`src/rtl/arwb_sched_pkg.sv`:
```
// rtl/arwb_sched_pkg.sv - widths and helpers shared by the AR writeback scheduler
package arwb_sched_pkg;

    localparam int SIZE_TGT_GP = 3;
    localparam int HBIT_TGT_GP = SIZE_TGT_GP - 1;
    localparam int SIZE_ADDR   = 32;
    localparam int HBIT_ADDR   = SIZE_ADDR - 1;
    localparam int HBIT_AR     = (1 << SIZE_TGT_GP) - 1;
    localparam int SIZE_AR     = HBIT_AR + 1;

    // One bit per AR, used for both scoreboard set and clear masks.
    function automatic logic [HBIT_AR:0] ar_onehot(input logic [HBIT_TGT_GP:0] ar);
        logic [HBIT_AR:0] m;
        m     = '0;
        m[ar] = 1'b1;
        return m;
    endfunction

endpackage

```
`src/rtl/arwb_sched_rr_arb.sv`:
```
// rtl/arwb_sched_rr_arb.sv - round-robin arbiter, valid in, one-hot grant out
module arwb_sched_rr_arb #(
    parameter int NREQ = 3
) (
    input  logic            iw_clk,
    input  logic            iw_rst_n,
    input  logic [NREQ-1:0] iw_valid,
    output logic [NREQ-1:0] ow_grant
);

    localparam int PW = (NREQ > 2) ? $clog2(NREQ) : 1;

    logic [PW-1:0] r_ptr;
    logic [PW-1:0] idx;
    logic [PW-1:0] gnt_idx;
    logic          found;

    // Scan from r_ptr upward, wrapping, and take the first valid requester.
    always_comb begin
        idx     = '0;
        gnt_idx = '0;
        found   = 1'b0;
        for (int off = 0; off < NREQ; off++) begin
            idx = PW'((int'(r_ptr) + off) % NREQ);
            if (!found && iw_valid[idx]) begin
                found   = 1'b1;
                gnt_idx = idx;
            end
        end
        if (!iw_rst_n) begin
            found = 1'b0;
        end
        ow_grant = found ? (NREQ'(1) << gnt_idx) : '0;
    end

    always_ff @(posedge iw_clk) begin
        if (!iw_rst_n) begin
            r_ptr <= '0;
        end else if (found) begin
            r_ptr <= (int'(gnt_idx) == NREQ - 1) ? '0 : gnt_idx + 1'b1;
        end
    end

endmodule

```
`src/rtl/arwb_sched.sv`:
```
// rtl/arwb_sched.sv - shares the regar write port among writeback sources and tracks pending ARs
module arwb_sched
    import arwb_sched_pkg::*;
#(
    parameter int NREQ = 3
) (
    input  logic                        iw_clk,
    input  logic                        iw_rst_n,
    input  logic [NREQ-1:0]             iw_req_valid,
    input  logic [NREQ*SIZE_TGT_GP-1:0] iw_req_addr,
    input  logic [NREQ*SIZE_ADDR-1:0]   iw_req_data,
    output logic [NREQ-1:0]             ow_req_ready,
    input  logic                        iw_rsv_valid,
    input  logic [HBIT_TGT_GP:0]        iw_rsv_addr,
    output logic                        ow_write_enable,
    output logic [HBIT_TGT_GP:0]        ow_write_addr,
    output logic [HBIT_ADDR:0]          ow_write_data,
    output logic [HBIT_AR:0]            ow_pending
);

    logic [NREQ-1:0]      grant;
    logic [HBIT_TGT_GP:0] sel_addr;
    logic [HBIT_ADDR:0]   sel_data;
    logic [HBIT_AR:0]     set_mask;
    logic [HBIT_AR:0]     clr_mask;

    arwb_sched_rr_arb #(.NREQ(NREQ)) u_arb (
        .iw_clk   (iw_clk),
        .iw_rst_n (iw_rst_n),
        .iw_valid (iw_req_valid),
        .ow_grant (grant)
    );

    assign ow_req_ready = grant;

    // Grant is one-hot, so an OR of the gated slices is the mux.
    always_comb begin
        sel_addr = '0;
        sel_data = '0;
        for (int i = 0; i < NREQ; i++) begin
            if (grant[i]) begin
                sel_addr = sel_addr | iw_req_addr[i*SIZE_TGT_GP +: SIZE_TGT_GP];
                sel_data = sel_data | iw_req_data[i*SIZE_ADDR +: SIZE_ADDR];
            end
        end
    end

    always_ff @(posedge iw_clk) begin
        if (!iw_rst_n) begin
            ow_write_enable <= 1'b0;
            ow_write_addr   <= '0;
            ow_write_data   <= '0;
        end else begin
            ow_write_enable <= |grant;
            if (|grant) begin
                ow_write_addr <= sel_addr;
                ow_write_data <= sel_data;
            end
        end
    end

    always_comb begin
        set_mask = iw_rsv_valid ? ar_onehot(iw_rsv_addr) : '0;
        clr_mask = ow_write_enable ? ar_onehot(ow_write_addr) : '0;
    end

    // Set is applied after clear so a reservation racing a completing write survives.
    always_ff @(posedge iw_clk) begin
        if (!iw_rst_n) begin
            ow_pending <= '0;
        end else begin
            ow_pending <= (ow_pending & ~clr_mask) | set_mask;
        end
    end

endmodule
```
`config.mk`:
```
export PLATFORM = sky130hd
export DESIGN_NAME = arwb_sched
export DESIGN_NICKNAME = d
export VERILOG_FILES = /design/src/rtl/arwb_sched_pkg.sv /design/src/rtl/arwb_sched_rr_arb.sv /design/src/rtl/arwb_sched.sv
export SDC_FILE = /design/constraint.sdc
export NUM_CORES = 1
export LEC_CHECK = 0
export CAP_MARGIN = 10
export CORE_MARGIN = 2
export CORE_UTILIZATION = 37
export DETAILED_ROUTE_END_ITERATION = 10
export PLACE_DENSITY = 0.91
export SYNTH_ARGS = -nofsm -noshare
export SYNTH_HDL_FRONTEND = slang
export SYNTH_HIERARCHICAL = 1
export SYNTH_SLANG_ARGS = --single-unit
```
`constraint.sdc`:
```
create_clock -name iw_clk -period 4.2 [get_ports iw_clk]
set_input_delay 0.63 -clock iw_clk [delete_from_list [all_inputs] [get_ports iw_clk]]
set_output_delay 0.63 -clock iw_clk [all_outputs]
set_load 0.05 [all_outputs]
```
Word level (Yosys, flattened, before mapping)
Index checks and enable logic that the tools add are counted.
Storage, ports and cells
  logic and storage cells: 61
  register bits after elaboration: 46
  output and inout port bits: 47
Cells by class
  equal/unequal tests: 1
  reduce and logical (&&, ||, !) cells: 7
  add/sub/neg operators: 3
  div/mod/pow operators: 3
  order comparisons: 7
  muxes and demuxes: 27
  shift operators: 1
  bitwise operators: 7
Operators by type and width (count)
  2-to-1 mux 32 bit: 3
  modulo 32 x 3 -> 32 bit (second input constant): 2
  bitwise OR 32 bit: 2
  modulo 3 x 3 -> 32 bit (second input constant): 1
  2-to-1 mux 8 bit: 2
  2-to-1 mux 3 bit: 4
  < comparator 2 x 3 -> 1 bit (second input constant): 3
  2-to-1 mux 1 bit: 9
  AND 8 bit: 1
  < comparator 3 x 4 -> 1 bit (second input constant): 2
  2-to-1 mux 2 bit: 4
  NOT 8 bit: 1
  bitwise OR 8 bit: 1
  binary-select mux 1 bit (select 2 bit): 3
  demux 1 bit (select 3 bit): 2
  greater-or-equal comparator 3 x 1 -> 1 bit (second input constant): 2
  bitwise OR 3 bit: 2
  logical AND 1 bit: 4
  adder 2 x 1 -> 3 bit (second input constant): 1
  adder 2 x 2 -> 3 bit (second input constant): 1
  OR reduction 3 bit: 1
  left shift 1 x 2 -> 3 bit (first input constant): 1
  adder 2 x 1 -> 2 bit (second input constant): 1
  == test 2 bit (second input constant): 1
  logical NOT 1 bit: 2

Longest topological paths before layout
Gate-level depths: netlist of run 1.
  depth in word-level cells: 17
  depth in mapped cells: 13
  mapped depth without buffers: 9

Modules after synthesis
The synthesis of run 1 kept the hierarchy.
By module, submodules not included
  arwb_sched: area an instance 1960.6 um2, instances 1, cells each 208, sequential area each 880.8 um2
  arwb_sched_rr_arb: area an instance 287.8 um2, instances 1, cells each 36, sequential area each 40.0 um2

Least setup slack after synthesis of run 1
Ideal clock, no wire load.
  kind: register -> register
  from: register u_arb.r_ptr[0]
  to: register ow_write_addr[1]
  path buffers: 4
  library setup time: 0.126 ns
  clock period less this slack: 2.904 ns
  cell stages (with the launch flop): 14
  data arrival time: 2.778 ns
  path slack: 1.296 ns
  cell sequence: dfxtp_1 inv_1 ha_1 buf_6 or4_4 o311ai_4 a211oi_2 and2_1 buf_6 or3_1 buf_6 buf_6 o21ai_1 a21oi_1
Between the ends
  longest elaborated chain between the ends: 17
RTL lines
  from (decl): RTL line arwb_sched_rr_arb.sv:13  | logic [PW-1:0] r_ptr;
  from (signal assigned): RTL line arwb_sched_rr_arb.sv:40  | r_ptr <= (int'(gnt_idx) == NREQ - 1) ? '0 : gnt_idx + 1'b1;
  branches (longest 11 deep; another with modulo 32 x 3 -> 32 bit)
  2-to-1 mux 3 bit *: RTL line arwb_sched_rr_arb.sv:33  | ow_grant = found ? (NREQ'(1) << gnt_idx) : '0;
  via ow_req_ready[0]: RTL line arwb_sched.sv:12  | output logic [NREQ-1:0] ow_req_ready,
  2-to-1 mux 3 bit: RTL line arwb_sched.sv:41  | if (grant[i]) begin
  bitwise OR 3 bit: RTL line arwb_sched.sv:42  | sel_addr = sel_addr | iw_req_addr[i*SIZE_TGT_GP +: SIZE_TGT_GP];
  2-to-1 mux 3 bit: RTL line arwb_sched.sv:41
  bitwise OR 3 bit: RTL line arwb_sched.sv:42
  2-to-1 mux 3 bit: RTL line arwb_sched.sv:41
  to (signal assigned): RTL line arwb_sched.sv:56  | ow_write_addr <= sel_addr;
  to (decl): RTL line arwb_sched.sv:16  | output logic [HBIT_TGT_GP:0] ow_write_addr,
Mark *: on every way through the listed nets, which the timed path passes. The select of a mux whose other input is x is not followed.
A chain may end at the register's enable or synchronous reset.

Worst setup path in the final report of run 1
  from: input iw_req_valid[0]
  to: output ow_req_ready[2]
Between the ends
  longest elaborated chain between the ends: 11
RTL lines
  from (decl): RTL line arwb_sched.sv:9  | input logic [NREQ-1:0] iw_req_valid,
  binary-select mux 1 bit (select 2 bit): RTL line arwb_sched_rr_arb.sv:25  | if (!found && iw_valid[idx]) begin
  2-to-1 mux 1 bit (implied by the code): RTL line arwb_sched_rr_arb.sv:25
  2-to-1 mux 1 bit: RTL line arwb_sched_rr_arb.sv:25
  logical NOT 1 bit: RTL line arwb_sched_rr_arb.sv:25
  logical AND 1 bit: RTL line arwb_sched_rr_arb.sv:25
  2-to-1 mux 1 bit: RTL line arwb_sched_rr_arb.sv:25
  logical NOT 1 bit: RTL line arwb_sched_rr_arb.sv:25
  logical AND 1 bit: RTL line arwb_sched_rr_arb.sv:25
  2-to-1 mux 2 bit or 2-to-1 mux 1 bit (tied branches): RTL line arwb_sched_rr_arb.sv:25
  left shift 1 x 2 -> 3 bit or 2-to-1 mux 1 bit (tied branches): RTL line arwb_sched_rr_arb.sv:33, arwb_sched_rr_arb.sv:30
  2-to-1 mux 3 bit *: RTL line arwb_sched_rr_arb.sv:33
  to (decl): RTL line arwb_sched.sv:12
Every way passes the cells marked *; elsewhere a longest branch is shown, timed or not. The select of a mux whose other input is x is not followed.

==> impl_metrics.sql, run 1 <==
INSERT INTO impl_metrics (metric_group, metric, value, unit) VALUES
('global_route', 'antenna_found_initial', '0', ''),
('critical_path', 'timing.critical_path.required', '3.57', 'ns'),
('power_and_ir_drop', 'max-vdd-ir-drop', '369.0', 'µV'),
('synthesis', 'yosysSeqAreaShare', '40.96', '%'),
('placed_design', 'placedCellCount', '457', ''),
('global_route', 'grt_use_total', '22.64', '%'),
('route', 'detail_route.wl_per_cell', '17.05', 'µm'),
('floorplan', 'initial_core_utilization', '38.20', '%'),
('clocking', 'htree_num_levels', '2', ''),
('clocking', 'clk-insertion-delay-late', '0.30', 'ns'),
('synthesis', 'yosys.cell_types.count', '33', ''),
('floorplan', 'die_area', '6717', 'µm²'),
('critical_path', 'setup.worst_path.class', 'input port to primary output', ''),
('placed_design', 'place.detailed.hpwl', '5766', 'µm'),
('critical_path', 'startpoint', 'iw_req_valid[0]', ''),
('synthesis', 'synth.yosys.warnings', '6', ''),
('clocking', 'max-clock-path-buffers', '2', ''),
('critical_path', 'crit_chain', 'clkdlybuf4s50_1, or4_4, o311ai_4, a211oi_2, and3_1, buf_4, buf_12', ''),
('critical_path', 'worst_r2r_startpoint', 'u_arb/r_ptr[0]', ''),
('floorplan', 'rows', '28', ''),
('sta', 'period_share', '76.25', '%'),
('synthesis', 'ys_ff_latch', '46', ''),
('critical_path', 'slowest_delay', '0.58', 'ns'),
('critical_path', 'end_point_of_the_critical_path', 'ow_req_ready[2]', ''),
('global_route', 'grt_max_degree', '72', ''),
('route', 'drt-pass1-iter-count', '8', ''),
('layout', 'area_growth_syn_to_layout', '76.52', '%'),
('critical_path', 'timing.critical_path.to_type', 'primary output', ''),
('floorplan', 'dieHeight', '81.96', 'µm'),
('floorplan', 'fp.coreArea', '5886', 'µm²'),
('floorplan', 'ioPinCount', '161', ''),
('placed_design', 'finalWeightedCongestion', '0.7865', ''),
('route', 'drc', '0', ''),
('placed_design', 'dp_worst_setup_slack', '0.5326', 'ns'),
('sta', 'fin_setup_tns', '0', 'ns'),
('route', 'post_drt_via_cell_ratio', '5.800', ''),
('sta', 'tightestPinTransition', '0.5577', 'ns'),
('clocking', 'cts_made_buffers', '5', ''),
('sta', 'grt_setup_unrepaired', 'no', ''),
('power_and_ir_drop', 'total_leakage_power', '1.378', 'nW'),
('synthesis', 'postSynthNetCount', '360', ''),
('layout', 'share_of_layout_cells_above_drive_strength_1', '6.650', '%'),
('critical_path', 'crit-reg2reg-capture', 'ow_write_data[7]', ''),
('placed_design', 'placement.io_buffers', '160', ''),
('route', 'first_iter_violations', '264', ''),
('layout', 'non_filler_instance_count_after_layout', '466', ''),
('synthesis', 'postSynthAreaPerCell', '9.215', 'µm²'),
('route', 'post_detailed_routing_wire_length', '7947', 'µm'),
('clocking', 'tritoncts', 'built', ''),
('sta', 'period_needed', '3.202', 'ns'),
('hold_path', 'worst_hold_path.num_cells', '2', ''),
('synthesis', 'synthCells', '244', ''),
('sta', 'clock.fmax', '0.3123', 'GHz'),
('power_and_ir_drop', 'pwr_density_cell', '693.6', 'nW/µm²'),
('global_route', 'number_of_global_route_vias_before_repair', '2519', ''),
('critical_path', 'timing.reg2reg.worst_path_depth', '10', ''),
('route', 'routed-via-count', '2703', ''),
('sta', 'final_hold_viol_count', '0', ''),
('hold_path', 'hp-class', 'flop to flop', ''),
('clocking', 'post_cts.repair.setup_buffers', '0', ''),
('sta', 'clock_skew', '0.008801', 'ns'),
('floorplan', 'chipWidth', '81.96', 'µm'),
('run', 'drv.max_cap_violation_count', '0', ''),
('critical_path', 'cp_max_fo', '36', ''),
('sta', 'final-setup-viol-count', '0', ''),
('clocking', 'postCtsResizedCells', '0', ''),
('critical_path', 'r2r_setup_slack', '1.16', 'ns'),
('global_route', 'globalRouteOverflowTotal', '0', ''),
('sta', 'worst_slew_margin_rel', '62.70', '%'),
('synthesis', 'synthesized_cell_area', '2248', 'µm²'),
('clocking', 'ctsHoldBuffers', '0', ''),
('clocking', 'clkSlewWorstSetupHoldPaths', '0.09', 'ns'),
('clocking', 'clkSinkCount', '46', ''),
('clocking', 'root_buffer_cell', 'sky130_fd_sc_hd__clkbuf_8', ''),
('critical_path', 'critPathArrivalTime', '2.57', 'ns'),
('global_route', 'first_pass_grt_wire_length', '11800', 'µm'),
('critical_path', 'cp-start-kind', 'input port', ''),
('sta', 'post-route-worst-setup-slack', '0.9976', 'ns'),
('outcome', 'run_status', 'completed', ''),
('critical_path', 'critPathSlowestCell', 'sky130_fd_sc_hd__or4_4', ''),
('sta', 'final_max_slew_viol_count', '0', ''),
('layout', 'layout.nets', '506', ''),
('layout', 'n_diodes', '0', ''),
('route', 'ant_nets', '0', '');
how the worst min path moves through the flow:
| stage | from | slack (ns) | endpoint |
|---|---|---|---|
| 4_1_cts | ow_pending[1] | 0.50 | ow_pending[1] |
| 3_3_place_gp | ow_pending[7] | 0.47 | ow_pending[7] |
| 3_5_place_dp | ow_pending[1] | 0.48 | ow_pending[1] |
| 2_1_floorplan | u_arb/r_ptr[1] | 0.45 | u_arb/r_ptr[1] |
| 6_report | ow_pending[1] | 0.50 | ow_pending[1] |
| 5_1_grt | ow_pending[1] | 0.52 | ow_pending[1] |
state kept, by name, indices dropped and copies added (netlist names):
signal and count:
ow_write_data 32, ow_pending 8, ow_write_addr 3, u_arb/r_ptr 2
ow_write_enable 1
layer usage:
layer / track usage, % / vias to the layer above / wire [µm] / part of all wire (%)
li1: - / 1270 / - / -
met1: 25.84 / 1268 / 2923 / 37
met3: 7.253 / 16 / 815 / 10
met4: 8.667 / 0 / 165 / 2.1
met2: 39.19 / 149 / 4043 / 51
met5: 0 / - / 0 / 0
stage by stage:
step	util [%]	instance area, µm²	total power, mW	hold slack (ns)
3_5_place_dp	65.09	3831	2.392	0.4830
6_report	67.43	3969	2.753	0.5030
3_3_place_gp	65.09	3831	2.347	0.4691
4_1_cts	67.09	3949	2.738	0.4951
2_1_floorplan	-	2248	1.907	0.4520
5_1_grt	67.43	3969	2.889	0.5216
cell families (layout without fill, tap and decap cells):
| group | Yosys count | in the layout | share of synthesized area [%] |
|---|---|---|---|
| multiplexers | 1 | 1 | 0.4452 |
| flip-flops | 46 | 46 | 40.96 |
| adder cells (fa/ha/maj) | 4 | 4 | 2.059 |
| AND/OR/NAND/NOR | 32 | 32 | 7.512 |
| AO/OA/AOI/OAI | 130 | 130 | 40.35 |
| buffers and inverters | 31 | 178 | 8.681 |
worst max-delay path, delay by kind of cell:
| kind | cells | cell delay [ns] |
|---|---|---|
| AOI/OAI and AO/OA | 2 | 0.18 |
| buffers and inverters | 3 | 0.97 |
| and+or+nand+nor | 2 | 0.77 |
power breakdown:
part | total [mW] | leakage (nW) | internal, mW | switching (mW)
Combinational | 1.70 | 0.943 | 0.631 | 1.07
Sequential | 0.709 | 0.379 | 0.600 | 0.109
Clock | 0.340 | 0.0563 | 0.181 | 0.159
Yosys cell counts, drive strengths merged:
cell	n	area, µm²
nor2b	4	25.02
nor4b	1	8.760
or3	1	6.260
nand4	1	6.260
o311ai	2	35.04
mux2i	1	10.01
maj3	2	21.27
clkbuf	13	48.80
inv	5	18.77
a211oi	1	12.51
a21boi	8	60.06
a222oi	35	350.3
or4	1	11.26
o22ai	1	6.260
nand2b	3	18.77
ha	2	25.02
and2	2	12.51
nor2	4	15.01
a21oi	37	185.2
nand2	9	33.78
and3	1	6.260
dfxtp	46	920.9
o2bb2ai	1	8.760
o31ai	2	15.01
nand3	5	25.02
buf	13	127.6
o21ai	42	225.2
o221ai	1	8.760
cells in the final DEF (no fill, tap or decap), types with 5 or more instances in the layout:
master and count:
sky130_fd_sc_hd__clkbuf_8 5, sky130_fd_sc_hd__o21ai_0 8, sky130_fd_sc_hd__o21ai_1 30, sky130_fd_sc_hd__a21boi_0 8, sky130_fd_sc_hd__dfxtp_1 46, sky130_fd_sc_hd__inv_1 5, sky130_fd_sc_hd__a21oi_1 37, sky130_fd_sc_hd__nand3_1 5
sky130_fd_sc_hd__nand2_1 9, sky130_fd_sc_hd__a222oi_1 35, sky130_fd_sc_hd__clkdlybuf4s50_1 157
area by class of cell:
cell class | count | area [µm²]
Timing Repair Buffer | 165 | 1682
Multi-Input combinational cell | 167 | 1136
Tap cell | 75 | 93.84
Sequential cell | 46 | 920.9
Inverter | 5 | 18.77
Clock inverter | 3 | 48.80
Clock buffer | 5 | 68.82
Fill cell | 500 | 1917
Power figures use the tool's default switching activity.
==> run 2: changes to the inputs <==
CORE_UTILIZATION = 31   (was 37)
PLACE_DENSITY = 0.82   (was 0.91)
clock period = 2.7 ns   (was 4.2 ns; I/O delays follow)
==> run 2 against run 1 <==
  * Flip-flop and latch count unchanged
  * Clock power increased by 51%
  * Design area up 5.2%
  * Combinational power rose by 69%
  * First-iteration DRC count fell by 3.0%
  * Non-clock buffer count increased by 14
  * Setup slack got worse by 0.94 ns
==> impl_metrics.sql, run 2 (synthesis gave the netlist of run 1 again) <==
INSERT INTO impl_metrics (metric_group, metric, value, unit) VALUES
('floorplan', 'rows', '31', ''),
('sta', 'final_max_slew_viol_count', '0', ''),
('layout', 'share_of_layout_cells_above_drive_strength_1', '12.10', '%'),
('power_and_ir_drop', 'p_sw', '2.137', 'mW'),
('route', 'top_layer', 'met4', ''),
('sta', 'final_hold_viol_count', '0', ''),
('clocking', 'clkSinkCount', '46', ''),
('layout', 'layout.nets', '520', ''),
('route', 'detail_route.wl_per_cell', '16.94', 'µm'),
('global_route', 'grt_max_degree', '47', ''),
('route', 'm1WireLength', '3231', 'µm'),
('floorplan', 'die_area', '7950', 'µm²'),
('sta', 'final-setup-viol-count', '0', ''),
('floorplan', 'initial_core_utilization', '31.50', '%'),
('layout', 'layout_common_cells', 'sky130_fd_sc_hd__clkdlybuf4s50_1, sky130_fd_sc_hd__dfxtp_1, sky130_fd_sc_hd__a21oi_1, sky130_fd_sc_hd__a222oi_1, sky130_fd_sc_hd__o21ai_1', ''),
('critical_path', 'critPathSlowestCell', 'sky130_fd_sc_hd__or4_4', ''),
('sta', 'tightestPinTransition', '0.5547', 'ns'),
('global_route', 'grt_use_total', '19.24', '%'),
('sta', 'clock_skew', '0.007765', 'ns'),
('critical_path', 'r2r_setup_slack', '0.07', 'ns'),
('layout', 'area_growth_syn_to_layout', '85.75', '%'),
('placed_design', 'placement.io_buffers', '160', ''),
('global_route', 'globalRouteOverflowTotal', '0', ''),
('layout', 'fillers', '641', ''),
('clocking', 'root_buffer_cell', 'sky130_fd_sc_hd__clkbuf_8', ''),
('critical_path', 'cp_max_fo', '8', ''),
('route', 'routed-via-count', '2734', ''),
('critical_path', 'critPathArrivalTime', '2.23', 'ns'),
('route', 'drc', '0', ''),
('critical_path', 'slowest_delay', '0.50', 'ns'),
('global_route', 'first_pass_grt_wire_length', '11870', 'µm'),
('critical_path', 'family_of_cells_with_the_greatest_summed_delay_on_the_critical_path', 'simple AND/OR/NAND/NOR gates', ''),
('power_and_ir_drop', 'pwr_density_cell', '1072', 'nW/µm²'),
('sta', 'period_share', '97.69', '%'),
('layout', 'flip_flop_count_of_the_largest_register_all_copies_and_words_added', '32', ''),
('critical_path', 'timing.critical_path.to_type', 'primary output', ''),
('sta', 'period_needed', '2.638', 'ns'),
('hold_path', 'hold_start', 'ow_pending[7]', ''),
('sta', 'clock.fmax', '0.3791', 'GHz'),
('floorplan', 'ioPinCount', '161', ''),
('floorplan', 'chipWidth', '89.17', 'µm'),
('route', 'post_drt_via_cell_ratio', '5.425', ''),
('critical_path', 'crit-reg2reg-capture', 'ow_write_data[8]', ''),
('critical_path', 'timing.reg2reg.worst_path_depth', '10', ''),
('hold_path', 'hold_end', 'ow_pending[7]', ''),
('clocking', 'tritoncts', 'built', ''),
('critical_path', 'crit_buf_inv', '4', ''),
('critical_path', 'crit_chain', 'inv_1, ha_4, or4_4, o311ai_4, a211oi_2, and2_4, buf_6, buf_4, buf_12', ''),
('placed_design', 'placedCellCount', '493', ''),
('layout', 'n_diodes', '0', ''),
('run', 'drv.max_cap_violation_count', '0', ''),
('sta', 'worst_slew_margin_rel', '62.90', '%'),
('power_and_ir_drop', 'internal-power', '2.342', 'mW'),
('hold_path', 'worst_hold_path.num_cells', '2', ''),
('critical_path', 'timing.critical_path.required', '2.30', 'ns'),
('route', 'post_detailed_routing_wire_length', '8539', 'µm'),
('clocking', 'clkSlewWorstSetupHoldPaths', '0.09', 'ns'),
('route', 'drt-pass1-iter-count', '9', ''),
('route', 'first_iter_violations', '256', ''),
('layout', 'non_filler_instance_count_after_layout', '504', ''),
('global_route', 'number_of_global_route_vias_before_repair', '2531', ''),
('layout', 'final_common_cell', 'sky130_fd_sc_hd__clkdlybuf4s50_1', ''),
('power_and_ir_drop', 'max-vdd-ir-drop', '603.0', 'µV'),
('power_and_ir_drop', 'total_leakage_power', '1.465', 'nW'),
('power_and_ir_drop', 'pwr-share-comb', '64.0', '%'),
('outcome', 'run_status', 'completed', ''),
('route', 'met3_wirelength', '719', 'µm'),
('floorplan', 'fp.coreArea', '7137', 'µm²'),
('placed_design', 'finalWeightedCongestion', '0.8619', ''),
('clocking', 'ctsHoldBuffers', '0', ''),
('floorplan', 'dieHeight', '89.17', 'µm'),
('placed_design', 'place.detailed.hpwl', '6172', 'µm'),
('layout', 'biggestRegsByFlops', 'ow_write_data (32), ow_pending (8), ow_write_addr (3)', ''),
('clocking', 'clk-insertion-delay-late', '0.29', 'ns'),
('sta', 'whs', '0.4937', 'ns'),
('clocking', 'max-clock-path-buffers', '2', ''),
('clocking', 'htree_num_levels', '2', ''),
('critical_path', 'worst_r2r_startpoint', 'u_arb/r_ptr[0]', ''),
('layout', 'top_register', 'ow_write_data', ''),
('global_route', 'antenna_found_initial', '0', ''),
('power_and_ir_drop', 'sequentialPowerShare', '24.6', '%'),
('power_and_ir_drop', 'power.clock.fraction', '11.5', '%'),
('power_and_ir_drop', 'power_switching_share', '47.72', '%'),
('clocking', 'cts_made_buffers', '5', ''),
('critical_path', 'setup.worst_path.class', 'flop to primary output', ''),
('critical_path', 'cp-start-kind', 'flop', ''),
('route', 'ant_nets', '0', ''),
('hold_path', 'hp-class', 'flop to flop', ''),
('route', 'met2WireLength', '4504', 'µm');
[run 2: cell types whose count changed in the layout (fill, tap and decap cells not counted), sizes merged]
cell | before | now
clkbuf | 5 | 6
buf | 8 | 21
clkinv | 0 | 1
clkinvlp | 1 | 0
[run 2: area by class of cell]
cell class / instances / area [µm²] / area share [%]
Tap cell: 99 / 123.9 / 2.966
Timing Repair Buffer: 179 / 1821 / 43.59
Multi-Input combinational cell: 167 / 1177 / 28.19
Inverter: 5 / 18.77 / 0.4494
Sequential cell: 46 / 923.4 / 22.11
Clock buffer: 5 / 68.82 / 1.648
Clock inverter: 3 / 43.79 / 1.049
[run 2: repair_timing]
action	CTS	global route
endpoints found under the setup margin	2	4
pin swaps	1	1
setup buffers	2	0
gates cloned	0	1
gates resized for setup	7	5
[run 2: power groups by stage]
stage | clock, mW | sequential [mW] | combinational [mW]
after floorplan | 0 | 1.92 | 1.06
after global placement | 0 | 1.10 | 2.70
after detailed placement | 0 | 1.11 | 2.76
after CTS | 0.530 | 1.10 | 2.82
after global routing | 0.549 | 1.13 | 3.03
final | 0.514 | 1.10 | 2.87
[run 2: tightest hold or removal path, cell delays in order (launching register included)]
cell and delay, ns:
sky130_fd_sc_hd__dfxtp_1 0.32, sky130_fd_sc_hd__o21ai_0 0.06, sky130_fd_sc_hd__a21boi_0 0.08
[run 2: worst max-delay path by stage]
stage | startpoint | end | slack, ns | depth (start not counted)
floorplan | u_arb/r_ptr[0] | ow_write_addr[1] | 0.02 | 13
global placement | iw_req_valid[0] | ow_write_data[4] | -0.06 | 9
detailed placement | iw_req_valid[0] | ow_write_data[8] | -0.13 | 9
CTS | u_arb/r_ptr[1] | ow_req_ready[0] | 0.005 | 10
global route | u_arb/r_ptr[1] | ow_req_ready[1] | -0.003 | 8
finish | u_arb/r_ptr[0] | ow_req_ready[0] | 0.06 | 9
[run 2: layer usage]
metal  vias up  global-route usage (%)
li1       1306                       -
met1      1278                   21.87
met2       141                   35.56
met3         9                   4.894
met4         0                   5.156
met5         -                       0
[run 2: metrics by stage]
stage	area, µm²	setup WS (ns)	power [mW]	utilization (%)	TNS [ns]
floorplan	2260	0.01807	2.979	-	0
global placement	3973	-0.05586	3.807	55.66	-0.8267
detailed placement	3973	-0.1321	3.865	55.66	-2.528
CTS	4130	0.004653	4.447	57.87	0
global route	4177	-0.003274	4.707	58.52	-0.003274
finish	4177	0.06241	4.479	58.52	0
